===== config.mk =====
export PLATFORM = sky130hd
export DESIGN_NAME = spi_mux_multi
export DESIGN_NICKNAME = d
export VERILOG_FILES = /design/src/rtl/spi_mux_multi.sv
export SDC_FILE = /design/constraint.sdc
export NUM_CORES = 1
export LEC_CHECK = 0
export ABC_AREA = 1
export CAP_MARGIN = 25
export CORE_MARGIN = 5
export CORE_UTILIZATION = 50
export CTS_BUF_LIST = sky130_fd_sc_hd__clkbuf_8
export DETAILED_ROUTE_END_ITERATION = 10
export PLACE_DENSITY = 0.72
export SLEW_MARGIN = 20
export SYNTH_ARGS = -nofsm -noshare
export SYNTH_HDL_FRONTEND = slang
export SYNTH_SLANG_ARGS = --single-unit

===== constraint.sdc =====
create_clock -name clk -period 3.9 [get_ports clk]
set_input_delay 0.78 -clock clk [delete_from_list [all_inputs] [get_ports clk]]
set_output_delay 0.78 -clock clk [all_outputs]
set_load 0.02 [all_outputs]

===== src/rtl/spi_mux_multi.sv =====
// SPI mode-0 slave that demultiplexes a header-addressed serial stream into CHANNELS
// parallel words, with an enable-mask load for the output drivers. Fully clk-synchronous.
`timescale 1ns/1ps
module spi_mux_multi #(
  parameter int CHANNELS    = 4,
  parameter int DATA_W      = 8,
  parameter int SYNC_STAGES = 2
) (
  input  logic                         clk,
  input  logic                         reset,
  input  logic                         spi_nCS,
  input  logic                         spi_sck,
  input  logic                         spi_mosi,
  output logic                         spi_miso,
  output logic [CHANNELS*DATA_W-1:0]   out,
  output logic [CHANNELS-1:0]          out_valid,
  output logic [CHANNELS-1:0]          out_en,
  output logic                         buffer_oe,
  output logic [2:0]                   status
);

  localparam int CNT_W = $clog2(DATA_W + 1);
  localparam int CH_W  = (CHANNELS > 1) ? $clog2(CHANNELS) : 1;
  localparam int EN_N  = (CHANNELS < 6) ? CHANNELS : 6;

  localparam logic [CNT_W-1:0] HDR_LAST  = CNT_W'(7);
  localparam logic [CNT_W-1:0] WORD_LAST = CNT_W'(DATA_W - 1);
  localparam logic [CH_W-1:0]  CH_MAX    = CH_W'(CHANNELS - 1);
  localparam logic [7:0]       CH_LIM    = 8'(CHANNELS);

  localparam logic [2:0] IDLE    = 3'd0;
  localparam logic [2:0] HEADER  = 3'd1;
  localparam logic [2:0] DATA    = 3'd2;
  localparam logic [2:0] MASK    = 3'd3;
  localparam logic [2:0] DISCARD = 3'd4;

  logic [SYNC_STAGES-1:0]       ncsSync_q, sckSync_q, mosiSync_q;
  logic                         sckPrev_q;
  logic [2:0]                   state_q, state_d;
  logic [CNT_W-1:0]             cnt_q, cnt_d;
  logic [DATA_W-1:0]            shift_q, shift_d;
  logic [CH_W-1:0]              ch_q, ch_d;
  logic [CHANNELS*DATA_W-1:0]   out_q, out_d;
  logic [CHANNELS-1:0]          valid_q, valid_d;
  logic [CHANNELS-1:0]          en_q, en_d;
  logic                         err_q, err_d;
  logic                         frame_q, frame_d;
  logic                         resetActive_q;
  logic                         bufferOe_q;
  logic [7:0]                   misoShift_q, misoShift_d;

  logic              ncsS, sckS, mosiS, sckRise, sckFall;
  logic [DATA_W-1:0] word;
  logic [7:0]        statusByte;

  assign ncsS       = ncsSync_q[SYNC_STAGES-1];
  assign sckS       = sckSync_q[SYNC_STAGES-1];
  assign mosiS      = mosiSync_q[SYNC_STAGES-1];
  assign sckRise    = sckS & ~sckPrev_q;
  assign sckFall    = ~sckS & sckPrev_q;
  assign word       = {shift_q[DATA_W-2:0], mosiS};
  assign statusByte = {err_q, 1'b0, 6'(en_q[EN_N-1:0])};

  // Next-state logic; a rising nCS overrides any SCK activity in the same clk
  always_comb begin
    state_d     = state_q;
    cnt_d       = cnt_q;
    shift_d     = shift_q;
    ch_d        = ch_q;
    out_d       = out_q;
    valid_d     = '0;
    en_d        = en_q;
    err_d       = err_q;
    frame_d     = frame_q;
    misoShift_d = misoShift_q;
    if (state_q != IDLE && ncsS) begin
      state_d = IDLE;
      frame_d = 1'b0;
      if (cnt_q != '0) err_d = 1'b1;
      cnt_d   = '0;
      shift_d = '0;
    end else begin
      case (state_q)
        IDLE: begin
          if (!ncsS) begin
            state_d     = HEADER;
            cnt_d       = '0;
            shift_d     = '0;
            frame_d     = 1'b1;
            misoShift_d = statusByte;
          end
        end
        HEADER: begin
          if (sckFall) misoShift_d = {misoShift_q[6:0], 1'b0};
          if (sckRise) begin
            shift_d = word;
            cnt_d   = cnt_q + 1'b1;
            if (cnt_q == HDR_LAST) begin
              cnt_d   = '0;
              shift_d = '0;
              if (word[7]) begin
                state_d = MASK;
              end else if ({1'b0, word[6:0]} < CH_LIM) begin
                state_d = DATA;
                ch_d    = word[CH_W-1:0];
                err_d   = 1'b0;
              end else begin
                state_d = DISCARD;
                err_d   = 1'b1;
              end
            end
          end
        end
        DATA: begin
          if (sckRise) begin
            shift_d = word;
            cnt_d   = cnt_q + 1'b1;
            if (cnt_q == WORD_LAST) begin
              cnt_d   = '0;
              shift_d = '0;
              out_d[ch_q*DATA_W +: DATA_W] = word;
              valid_d[ch_q] = 1'b1;
              ch_d = (ch_q == CH_MAX) ? '0 : ch_q + 1'b1;
            end
          end
        end
        MASK: begin
          if (sckRise) begin
            shift_d = word;
            cnt_d   = cnt_q + 1'b1;
            if (cnt_q == WORD_LAST) begin
              cnt_d   = '0;
              shift_d = '0;
              en_d    = word[CHANNELS-1:0];
              err_d   = 1'b0;
              state_d = DISCARD;
            end
          end
        end
        DISCARD: ;
        default: state_d = IDLE;
      endcase
    end
  end

  always_ff @(posedge clk) begin
    if (!reset) begin
      ncsSync_q     <= '1;
      sckSync_q     <= '0;
      mosiSync_q    <= '0;
      sckPrev_q     <= 1'b0;
      state_q       <= IDLE;
      cnt_q         <= '0;
      shift_q       <= '0;
      ch_q          <= '0;
      out_q         <= '0;
      valid_q       <= '0;
      en_q          <= '0;
      err_q         <= 1'b0;
      frame_q       <= 1'b0;
      resetActive_q <= 1'b1;
      bufferOe_q    <= 1'b0;
      misoShift_q   <= '0;
    end else begin
      ncsSync_q     <= {ncsSync_q[SYNC_STAGES-2:0], spi_nCS};
      sckSync_q     <= {sckSync_q[SYNC_STAGES-2:0], spi_sck};
      mosiSync_q    <= {mosiSync_q[SYNC_STAGES-2:0], spi_mosi};
      sckPrev_q     <= sckS;
      state_q       <= state_d;
      cnt_q         <= cnt_d;
      shift_q       <= shift_d;
      ch_q          <= ch_d;
      out_q         <= out_d;
      valid_q       <= valid_d;
      en_q          <= en_d;
      err_q         <= err_d;
      frame_q       <= frame_d;
      resetActive_q <= 1'b0;
      bufferOe_q    <= 1'b1;
      misoShift_q   <= misoShift_d;
    end
  end

  // MISO is only driven while the header is being clocked in
  assign spi_miso  = (state_q == HEADER) & misoShift_q[7];
  assign out       = out_q;
  assign out_valid = valid_q;
  assign out_en    = en_q;
  assign buffer_oe = bufferOe_q;
  assign status    = {err_q, frame_q, resetActive_q};

endmodule


==> metrics.yaml, run 1 <==
crit_chain: "inv_1 > ha_1 > inv_1 > nor2_1 > inv_1 > nor3_1 > nor2_1 > nor2_1"
antenna_found_initial: 0
grt_max_degree: 40
via_per_inst: 4.87
outcome: "complete, no violations"
fmaxAchievable_mhz: 380
critPathMaxFanout: 16
cp_top_family: "flip-flops"
cts-resized-gates: 0
dr.pass1.iters: 7
slew_headroom_pct: 47.6
areaGrowthSynthToFinish_pct: 20.4
path_class: "flop to flop"
post-route-cell-area_um2: 4110
ys_ff_latch: 75
switchingPower_w: 0.000400
synth_cell_types: 25
antenna_left: 0
initial_core_util_pct: 50.8
crit_arrival_ns: 2.91
root_buffer: "clkbuf_8"
syn-cell-area_um2: 3410
worstSetupStartpointType: "flop"
p_comb_share_pct: 10.8
yosysTopAreaCell: "dfxtp_1"
crit_slowest_cell: "dfxtp_1"
setup_viol: 0
syn-num-nets: 519
layout_commonest_cell: "nand2_1"
p_clk_share_pct: 37.1
clk_pin_slew_ns: 0.07
clkLatencyLatePin_ns: 0.34
ir_drop_mv: 0.168
worst-path-buf-inv: 3
rsz0062_at_grt: "no"
yosysTopAreaCellShare_pct: 44.0
pin_count: 50
dieArea_um2: 8580
post_cts_buffers: 0
grt_usage_pct: 18.3
yosysSeqAreaShare_pct: 44.0
cts_inserted_buffers: 9
syn_inst: 504
wl_per_cell_um: 11.7
final_cell_mix: "nand2_1 (129), nor2_1 (113), dfxtp_1 (75)"
cp_slowest_stage_delay_ns: 0.67
finalNetCount: 563
die_y_um: 92.6
n_antenna_cell: 0
fin_util_pct: 61.2
tightest_slew_ns: 0.783
clock-sinks: 75
die_x_um: 92.6
cap_violations: 0
crit_path_end_kind: "flop"
cts_tree: "yes"
drt_first_iter_violations: 158
layout-drive-gt1-share_pct: 5.98
hold_class: "flop to flop"
hold_buffers: 0
placed_area_um2: 3920
htree_num_levels: 3
powerDensity_nw_per_um2: 380
p_sw_share_pct: 25.6
grt_pass1_wl_um: 12700
portBuffers: 49
slew_viol_final: 0
gp_congestion: 0.827
post-route-drc-count: 0
period_share_pct: 67.5
syn_area_per_cell_um2: 6.77
final.min_clock_period_ns: 2.63
grt.overflow.total: 0
row_count: 30
clockBufferDepth: 2
p_seq_share_pct: 52.1
drt-total-wl_um: 7420
hold_viol_final: 0
vias: 3075
p_leak_nw: 1.80
worstPathRequired_ns: 4.18
fin_skew_ns: 0.00634
p_int_w: 0.00116
synth.area.top_cells: "dfxtp_1 (44%), nand2_1 (14%), nor2_1 (12%)"
first_global_vias: 2789
fin_setup_tns_ns: 0
timing.hold.ws_ns: 0.418
ys_warn_count: 0
hpwl_um: 5300
core_um2: 6720
==> flip-flops by register name (all words and copies together), names as in the netlist, 3 cells and up <==
register     count
shift_q          7
out             32
out_valid        4
state_q          3
cnt_q            4
out_en           4
misoShift_q      8
==> synthesized netlist by cell type <==
master    instances
nand3_1          18
nand2_2           3
ha_1             10
nor2_4            3
buf_4             5
buf_2             3
a21oi_1          20
nand3_2           2
or2_2             2
dfxtp_1          75
o21ai_1           3
xor2_1            1
nand4_1           7
inv_1            56
nor3_1            9
o21ai_0          26
buf_6             1
nor2_2            3
clkbuf_1          6
buf_1             2
nand4_2           1
inv_2             5
nor2_1          113
nand2_1         129
o21a_1            1
==> cell families (layout without fill, tap and decap cells) <==
group | Yosys count | after routing | synth area share, %
simple gates | 290 | 290 | 35.3
compound gates | 50 | 50 | 7.40
xor+xnor | 1 | 1 | 0.257
flops | 75 | 75 | 44.0
fa+ha+maj | 10 | 10 | 3.66
buf+inv | 78 | 126 | 9.45
==> through the flow <==
stage | setup slack [ns] | power (W) | std cells
floorplan | 1.95 | 0.000954 | 504
global placement | 1.34 | 0.000996 | 617
detailed placement | 1.34 | 0.000999 | 617
CTS | 1.30 | 0.00158 | 632
global route | 0.999 | 0.00164 | 632
finish | 1.27 | 0.00156 | 632
==> worst paths after layout <==
kind	from	to	slack, ns	depth (start not counted)
setup reg to reg	ch_q[0]$_SDFFE_PN0P_	out[19]$_SDFFE_PN0P_	1.27	8
hold reg to reg	mosiSync_q[0]$_SDFF_PN0_	mosiSync_q[1]$_SDFF_PN0_	0.42	2
hold / removal	mosiSync_q[0]$_SDFF_PN0_	mosiSync_q[1]$_SDFF_PN0_	0.42	2
setup / recovery	ch_q[0]$_SDFFE_PN0P_	out[19]$_SDFFE_PN0P_	1.27	8
==> worst register-to-register path, stage by stage, from the launching register on <==
cell and delay (ns):
dfxtp_1 0.67, inv_1 0.30, ha_1 0.63, inv_1 0.21
nor2_1 0.29, inv_1 0.14, nor3_1 0.15, nor2_1 0.07
nor2_1 0.11
==> per-layer routing <==
layer	track usage [%]	routed length [µm]	up-vias
met3	4.06	386	8
met5	0	0	-
li1	-	-	1634
met4	7.69	104	0
met1	24.1	3650	1377
met2	29.0	3280	56
==> power groups by stage <==
stage          sequential, W  clock, W  combinational (W)
5_1_grt             0.000816  0.000635           0.000194
6_report            0.000813  0.000580           0.000169
3_3_place_gp        0.000830         0           0.000166
4_1_cts             0.000813  0.000597           0.000169
2_1_floorplan       0.000821         0           0.000133
3_5_place_dp        0.000831         0           0.000168
==> cell type report <==
cell class / count / area [µm²]
Clock buffer: 11 / 151
Timing Repair Buffer: 50 / 498
Tap cell: 80 / 100
Fill cell: 643 / 2610
Clock inverter: 4 / 42.5
Inverter: 61 / 229
Multi-Input combinational cell: 351 / 1590
Sequential cell: 75 / 1500
Note: power is estimated with default switching activity, not from simulation.
==> inputs of run 2 (changes only) <==
PLACE_DENSITY = 0.75   (was 0.72)
clock period = 2.18 ns   (was 3.9 ns; I/O delays follow)
==> run 2 against run 1 <==
Sequential share of layout area fell by 0.46 points. Maximum frequency grew 43%. Critical path depth did not move. Worst setup slack worse by 0.93 ns. Power is 81% higher. Die area did not move. Clock-buffer cell count stayed put. Cell count rose by 0.79%. Hold slack got worse by 0.0014 ns. Global-route usage rose by 0.91 points. First-iteration DRC count rose by 25%. Critical path type unchanged. Sequential power rose by 80%.
==> metrics.yaml, run 2 (synthesis results as in run 1) <==
setup_viol: 0  # unchanged
fmaxAchievable_mhz: 543  # was 380 MHz
initial_core_util_pct: 50.8  # unchanged
layout-drive-gt1-share_pct: 6.82  # was 5.98%
slew_headroom_pct: 70.4  # was 47.6%
hold_viol_final: 0  # unchanged
worstSetupStartpointType: "flop"  # unchanged
fin_setup_tns_ns: 0  # unchanged
ir_drop_mv: 0.309  # was 0.168 mV
timing.hold.ws_ns: 0.417  # was 0.418 ns
vias: 3114  # was 3075
finalNetCount: 568  # was 563
via_per_inst: 4.89  # was 4.87
grt_pass1_wl_um: 13500  # was 12700 µm
root_buffer: "clkbuf_8"  # unchanged
die_y_um: 92.6  # unchanged
final_cell_mix: "nand2_1 (129), nor2_1 (113), dfxtp_1 (75)"  # unchanged
cts_inserted_buffers: 9  # unchanged
r2r-end: "out[14]$_SDFFE_PN0P_"  # was out[19]$_SDFFE_PN0P_
fin_skew_ns: 0.00566  # was 0.00634 ns
row_count: 30  # unchanged
hold_class: "flop to flop"  # unchanged
worstRegToRegCells: 8  # unchanged
dieArea_um2: 8580  # unchanged
instances_no_fill: 637  # was 632
antenna_found_initial: 0  # unchanged
drt-total-wl_um: 7730  # was 7420 µm
min_path_cells: 2  # unchanged
wl_per_cell_um: 12.1  # was 11.7 µm
rsz0062_at_grt: "no"  # unchanged
cts-resized-gates: 0  # unchanged
critPathMaxFanout: 12  # was 16
n_fill_cell: 636  # was 643
dp.cells: 622  # was 617
grt_usage_pct: 19.2  # was 18.3%
clkLatencyLatePin_ns: 0.34  # about the same
min_to: "sckSync_q[1]$_SDFF_PN0_"  # was mosiSync_q[1]$_SDFF_PN0_
total_power_w: 0.00282  # was 0.00156 W
clk_pin_slew_ns: 0.07  # about the same
period_share_pct: 84.5  # was 67.5%
dr.pass1.iters: 4  # was 7
htree_num_levels: 3  # unchanged
cts_tree: "yes"  # unchanged
largest_reg_flops: 32  # unchanged
reg2reg_slack_ns: 0.34  # was 1.27 ns
drt_first_iter_violations: 197  # was 158
clockBufferDepth: 2  # unchanged
crit_arrival_ns: 2.08  # was 2.91 ns
pin_count: 50  # unchanged
hpwl_um: 5490  # was 5300 µm
gp_congestion: 0.883  # was 0.827
n_antenna_cell: 0  # unchanged
die_x_um: 92.6  # unchanged
outcome: "complete, no violations"  # unchanged
hold_buffers: 0  # unchanged
powerDensity_nw_per_um2: 678  # was 380 nW/µm²
cap_violations: 0  # unchanged
clock-sinks: 75  # unchanged
post_cts_buffers: 0  # unchanged
p_leak_nw: 1.85  # was 1.80 nW
portBuffers: 49  # unchanged
final.min_clock_period_ns: 1.84  # was 2.63 ns
grt_max_degree: 54  # was 40
tightest_slew_ns: 0.444  # was 0.783 ns
worstPathRequired_ns: 2.42  # was 4.18 ns
layout_commonest_cell: "nand2_1"  # unchanged
grt.overflow.total: 0  # unchanged
first_global_vias: 3013  # was 2789
holdCritStartpoint: "sckSync_q[0]$_SDFF_PN0_"  # was mosiSync_q[0]$_SDFF_PN0_
fin_util_pct: 62.0  # was 61.2%
core_um2: 6720  # unchanged
areaGrowthSynthToFinish_pct: 22.0  # was 20.4%
crit-reg2reg-launch: "cnt_q[0]$_SDFFE_PP0P_"  # was ch_q[0]$_SDFFE_PN0P_
path_class: "flop to flop"  # unchanged
slew_viol_final: 0  # unchanged
post-route-drc-count: 0  # unchanged
antenna_left: 0  # unchanged
crit_path_end_kind: "flop"  # unchanged
==> run 2: cell types whose count changed in the layout (fill, tap and decap cells not counted), sizes merged <==
cell and delta:
buf +5, clkdlybuf4s50 -1, dlymetal6s2s +1
==> run 2: how the worst max path moves through the flow <==
stage | slack, ns | from | depth (start not counted) | end
final | 0.34 | cnt_q[0]$_SDFFE_PP0P_ | 8 | out[14]$_SDFFE_PN0P_
after global routing | 0.09 | cnt_q[1]$_SDFFE_PP0P_ | 8 | out[15]$_SDFFE_PN0P_
after CTS | 0.008 | state_q[1]$_SDFFE_PP0P_ | 4 | spi_miso
after detailed placement | 0.36 | cnt_q[0]$_SDFFE_PP0P_ | 8 | out[12]$_SDFFE_PN0P_
after global placement | 0.39 | cnt_q[0]$_SDFFE_PP0P_ | 8 | out[12]$_SDFFE_PN0P_
after floorplan | 0.23 | ch_q[0]$_SDFFE_PN0P_ | 8 | out[0]$_SDFFE_PN0P_
==> run 2: through the flow <==
| stage | setup WS [ns] | instance area [µm²] |
|---|---|---|
| 2_1_floorplan | 0.229 | 3410 |
| 3_3_place_gp | 0.390 | 3970 |
| 3_5_place_dp | 0.358 | 3970 |
| 4_1_cts | 0.00788 | 4160 |
| 5_1_grt | 0.0864 | 4170 |
| 6_report | 0.339 | 4170 |
==> run 2: area by class of cell <==
cell class / instances / area [µm²] / share of cell area, %
Multi-Input combinational cell: 351 / 1590 / 38.2
Sequential cell: 75 / 1500 / 36.0
Inverter: 61 / 229 / 5.50
Tap cell: 80 / 100 / 2.40
Clock inverter: 4 / 42.5 / 1.02
Clock buffer: 11 / 151 / 3.63
Timing Repair Buffer: 55 / 551 / 13.2
==> run 2: worst max-delay path: stages, from the launching register on <==
cell	delay, ns
dfxtp_1	0.35
ha_1	0.20
nand3_1	0.16
nor2_4	0.24
nand3_2	0.17
nor2_2	0.39
nand2_1	0.10
nand2_1	0.08
nor2_1	0.04
==> run 2: routing by layer <==
metal / GRT usage [%] / wire length [µm] / vias to the layer above
met4: 8.18 / 144 / 0
li1: - / - / 1641
met3: 4.14 / 404 / 16
met2: 30.5 / 3470 / 78
met1: 25.3 / 3710 / 1379
met5: 0 / 0 / -
==> run 2: where the power goes <==
part           leakage, nW  switching (W)  internal, W
registers            0.608      0.0000457      0.00141
logic                 1.13       0.000215     0.000107
clock network        0.108       0.000471     0.000575
==> inputs of run 3 (changes only) <==
PLACE_DENSITY = 0.72   (was 0.75)
clock period = 1.8 ns   (was 2.18 ns; I/O delays follow)
==> run 3 against run 2 <==
Sequential share of layout area shrank 1.3 points. Via count grew 2.6%. Cell area increased by 3.8%. Worst setup slack got worse by 0.23 ns. Critical path depth decreased by 7. Die area unchanged. Hold slack worse by 0.0035 ns. Core utilization up 2.3 points. Global-route usage increased by 0.27 points. Clock-buffer cell count up 1. Critical path type is now flop to primary output. Highest routed layer unchanged.
==> metrics.yaml, run 3 (synthesis results as in run 1) <==
pin_count: 50  # unchanged
min_path_cells: 2  # unchanged
clk_pin_slew_ns: 0.07  # about the same
cp_slowest_stage_delay_ns: 0.62  # was 0.39 ns
final.min_clock_period_ns: 1.69
p_clk_share_pct: 35.2  # was 37.1%
initial_core_util_pct: 50.8  # unchanged
grt_pass1_wl_um: 13300  # was 13500 µm
first_global_vias: 2873  # was 3013
grt_usage_pct: 19.5  # was 19.2%
fin_util_pct: 64.3  # was 62.0%
cp_top_family: "buffers and inverters"  # was simple AND/OR/NAND/NOR gates
cts_tree: "yes"  # unchanged
worst-path-buf-inv: 1  # was 0
rsz0062_at_grt: "yes"  # was no
path_depth: 1  # was 8
htree_num_levels: 3  # unchanged
antenna_found_initial: 0  # unchanged
slew_viol_final: 0  # unchanged
cts_inserted_buffers: 9  # unchanged
dieArea_um2: 8580  # unchanged
setup_viol: 0  # unchanged
n_antenna_cell: 0  # unchanged
portBuffers: 49  # unchanged
crit_slowest_cell: "clkdlybuf4s50_1"  # was nor2_2
fmaxAchievable_mhz: 591
ir_drop_mv: 0.487  # was 0.309 mV
crit_chain: "clkdlybuf4s50_1"  # was ha_1 > nand3_1 > nor2_4 > nand3_2 > nor2_2 > nand2_1 > nand2_1 > nor2_1
period_share_pct: 93.9
die_y_um: 92.6  # unchanged
tightest_slew_ns: 0.387  # was 0.444 ns
core_um2: 6720  # unchanged
crit_path_end_kind: "primary output"  # was flop
via_per_inst: 4.88  # was 4.89
outcome: "complete, no violations"  # unchanged
p_comb_share_pct: 12.1  # was 11.4%
worstPathRequired_ns: 1.44  # was 2.42 ns
p_leak_nw: 1.92  # was 1.85 nW
antenna_left: 0  # unchanged
gp_congestion: 0.892  # was 0.883
path_class: "flop to primary output"  # was flop to flop
powerDensity_nw_per_um2: 774  # was 678 nW/µm²
worstRegToRegCells: 9  # was 8
fin_skew_ns: 0.00753  # was 0.00566 ns
clockBufferDepth: 2  # unchanged
finalNetCount: 586  # was 568
cap_violations: 0  # unchanged
clock-sinks: 75  # unchanged
p_sw_share_pct: 26.9  # was 25.9%
die_x_um: 92.6  # unchanged
dpl_worst_slack_ns: 0.0958  # was 0.358 ns
slew_headroom_pct: 74.2  # was 70.4%
worstSetupStartpointType: "flop"  # unchanged
placed_area_um2: 4100  # was 3970 µm²
drt_first_iter_violations: 128  # was 197
grt.overflow.total: 0  # unchanged
clkLatencyLatePin_ns: 0.36  # was 0.34 ns
drt-total-wl_um: 7890  # was 7730 µm
row_count: 30  # unchanged
post-route-drc-count: 0  # unchanged
largest_reg_flops: 32  # unchanged
post-route-cell-area_um2: 4320  # was 4170 µm²
hold_class: "flop to flop"  # unchanged
switchingPower_w: 0.000901  # was 0.000731 W
p_int_w: 0.00245  # was 0.00209 W
root_buffer: "clkbuf_8"  # unchanged
vias: 3194  # was 3114
fin_ws_ns: 0.109  # was 0.339 ns
final_cell_mix: "nand2_1 (129), nor2_1 (110), dfxtp_1 (75)"  # was nand2_1 (129), nor2_1 (113), dfxtp_1 (75)
grt_max_degree: 54  # unchanged
layout_commonest_cell: "nand2_1"  # unchanged
crit_arrival_ns: 1.33  # was 2.08 ns
wl_per_cell_um: 12.0  # was 12.1 µm
dr.pass1.iters: 4  # unchanged
areaGrowthSynthToFinish_pct: 26.6  # was 22.0%
n_fill_cell: 621  # was 636
hpwl_um: 5690  # was 5490 µm
hold_buffers: 0  # unchanged
p_seq_share_pct: 52.8  # was 51.6%
critPathMaxFanout: 3  # was 12
layout-drive-gt1-share_pct: 10.8  # was 6.82%
hold_viol_final: 0  # unchanged
-- run 3: worst paths after layout --
kind,startpoint,to,slack [ns]
setup / recovery,out_en[0]$_SDFFE_PN0P_,out_en[0],0.11
hold / removal,sckSync_q[0]$_SDFF_PN0_,sckSync_q[1]$_SDFF_PN0_,0.41
setup reg to reg,cnt_q[1]$_SDFFE_PP0P_,out[3]$_SDFFE_PN0P_,0.11
hold reg to reg,sckSync_q[0]$_SDFF_PN0_,sckSync_q[1]$_SDFF_PN0_,0.41
-- run 3: power by group through the flow --
stage	clock network (W)	logic [W]	registers, W
finish	0.00118	0.000404	0.00177
global route	0.00128	0.000458	0.00177
CTS	0.00120	0.000400	0.00176
detailed placement	0	0.000398	0.00180
global placement	0	0.000395	0.00180
floorplan	0	0.000289	0.00178
-- run 3: through the flow --
stage                     hold slack, ns  total power [W]  instances  setup TNS (ns)
final                              0.414          0.00335        655               0
after global routing               0.436          0.00351        655         -0.0172
after CTS                          0.415          0.00336        653               0
after detailed placement           0.399          0.00220        638               0
after global placement             0.396          0.00219        638               0
after floorplan                    0.388          0.00207        504               0
-- run 3: worst register-to-register path, stage by stage, from the launching register on --
cell and delay [ns]:
dfxtp_1 0.36, ha_1 0.20, nand3_1 0.18, nor2_4 0.18
nand3_2 0.19, nor2_4 0.19, buf_4 0.15, nand2_1 0.05
nand2_1 0.06, nor2_1 0.04
-- run 3: repair_timing --
item / 4_1_cts / 5_1_grt
setup endpoints to repair: 1 / 23
buffers inserted: 0 / 2
hold endpoints to repair: 0 / 0
pin swaps: 0 / 0
gates resized for setup: 1 / 6
-- run 3: layout make-up --
| class | count | area, µm² | area share [%] |
|---|---|---|---|
| sequential | 75 | 1500 | 34.7 |
| multi-input combinational | 351 | 1620 | 37.4 |
| clock inverter | 3 | 13.8 | 0.318 |
| tap | 80 | 100 | 2.32 |
| timing repair buffer | 73 | 694 | 16.1 |
| inverter | 61 | 229 | 5.30 |
| clock buffer | 12 | 165 | 3.82 |
-- run 3: routing by layer --
metal	wire [µm]	track usage (%)
met4	211	9.40
met3	492	4.63
met1	3720	26.1
met2	3470	29.5
met5	0	0
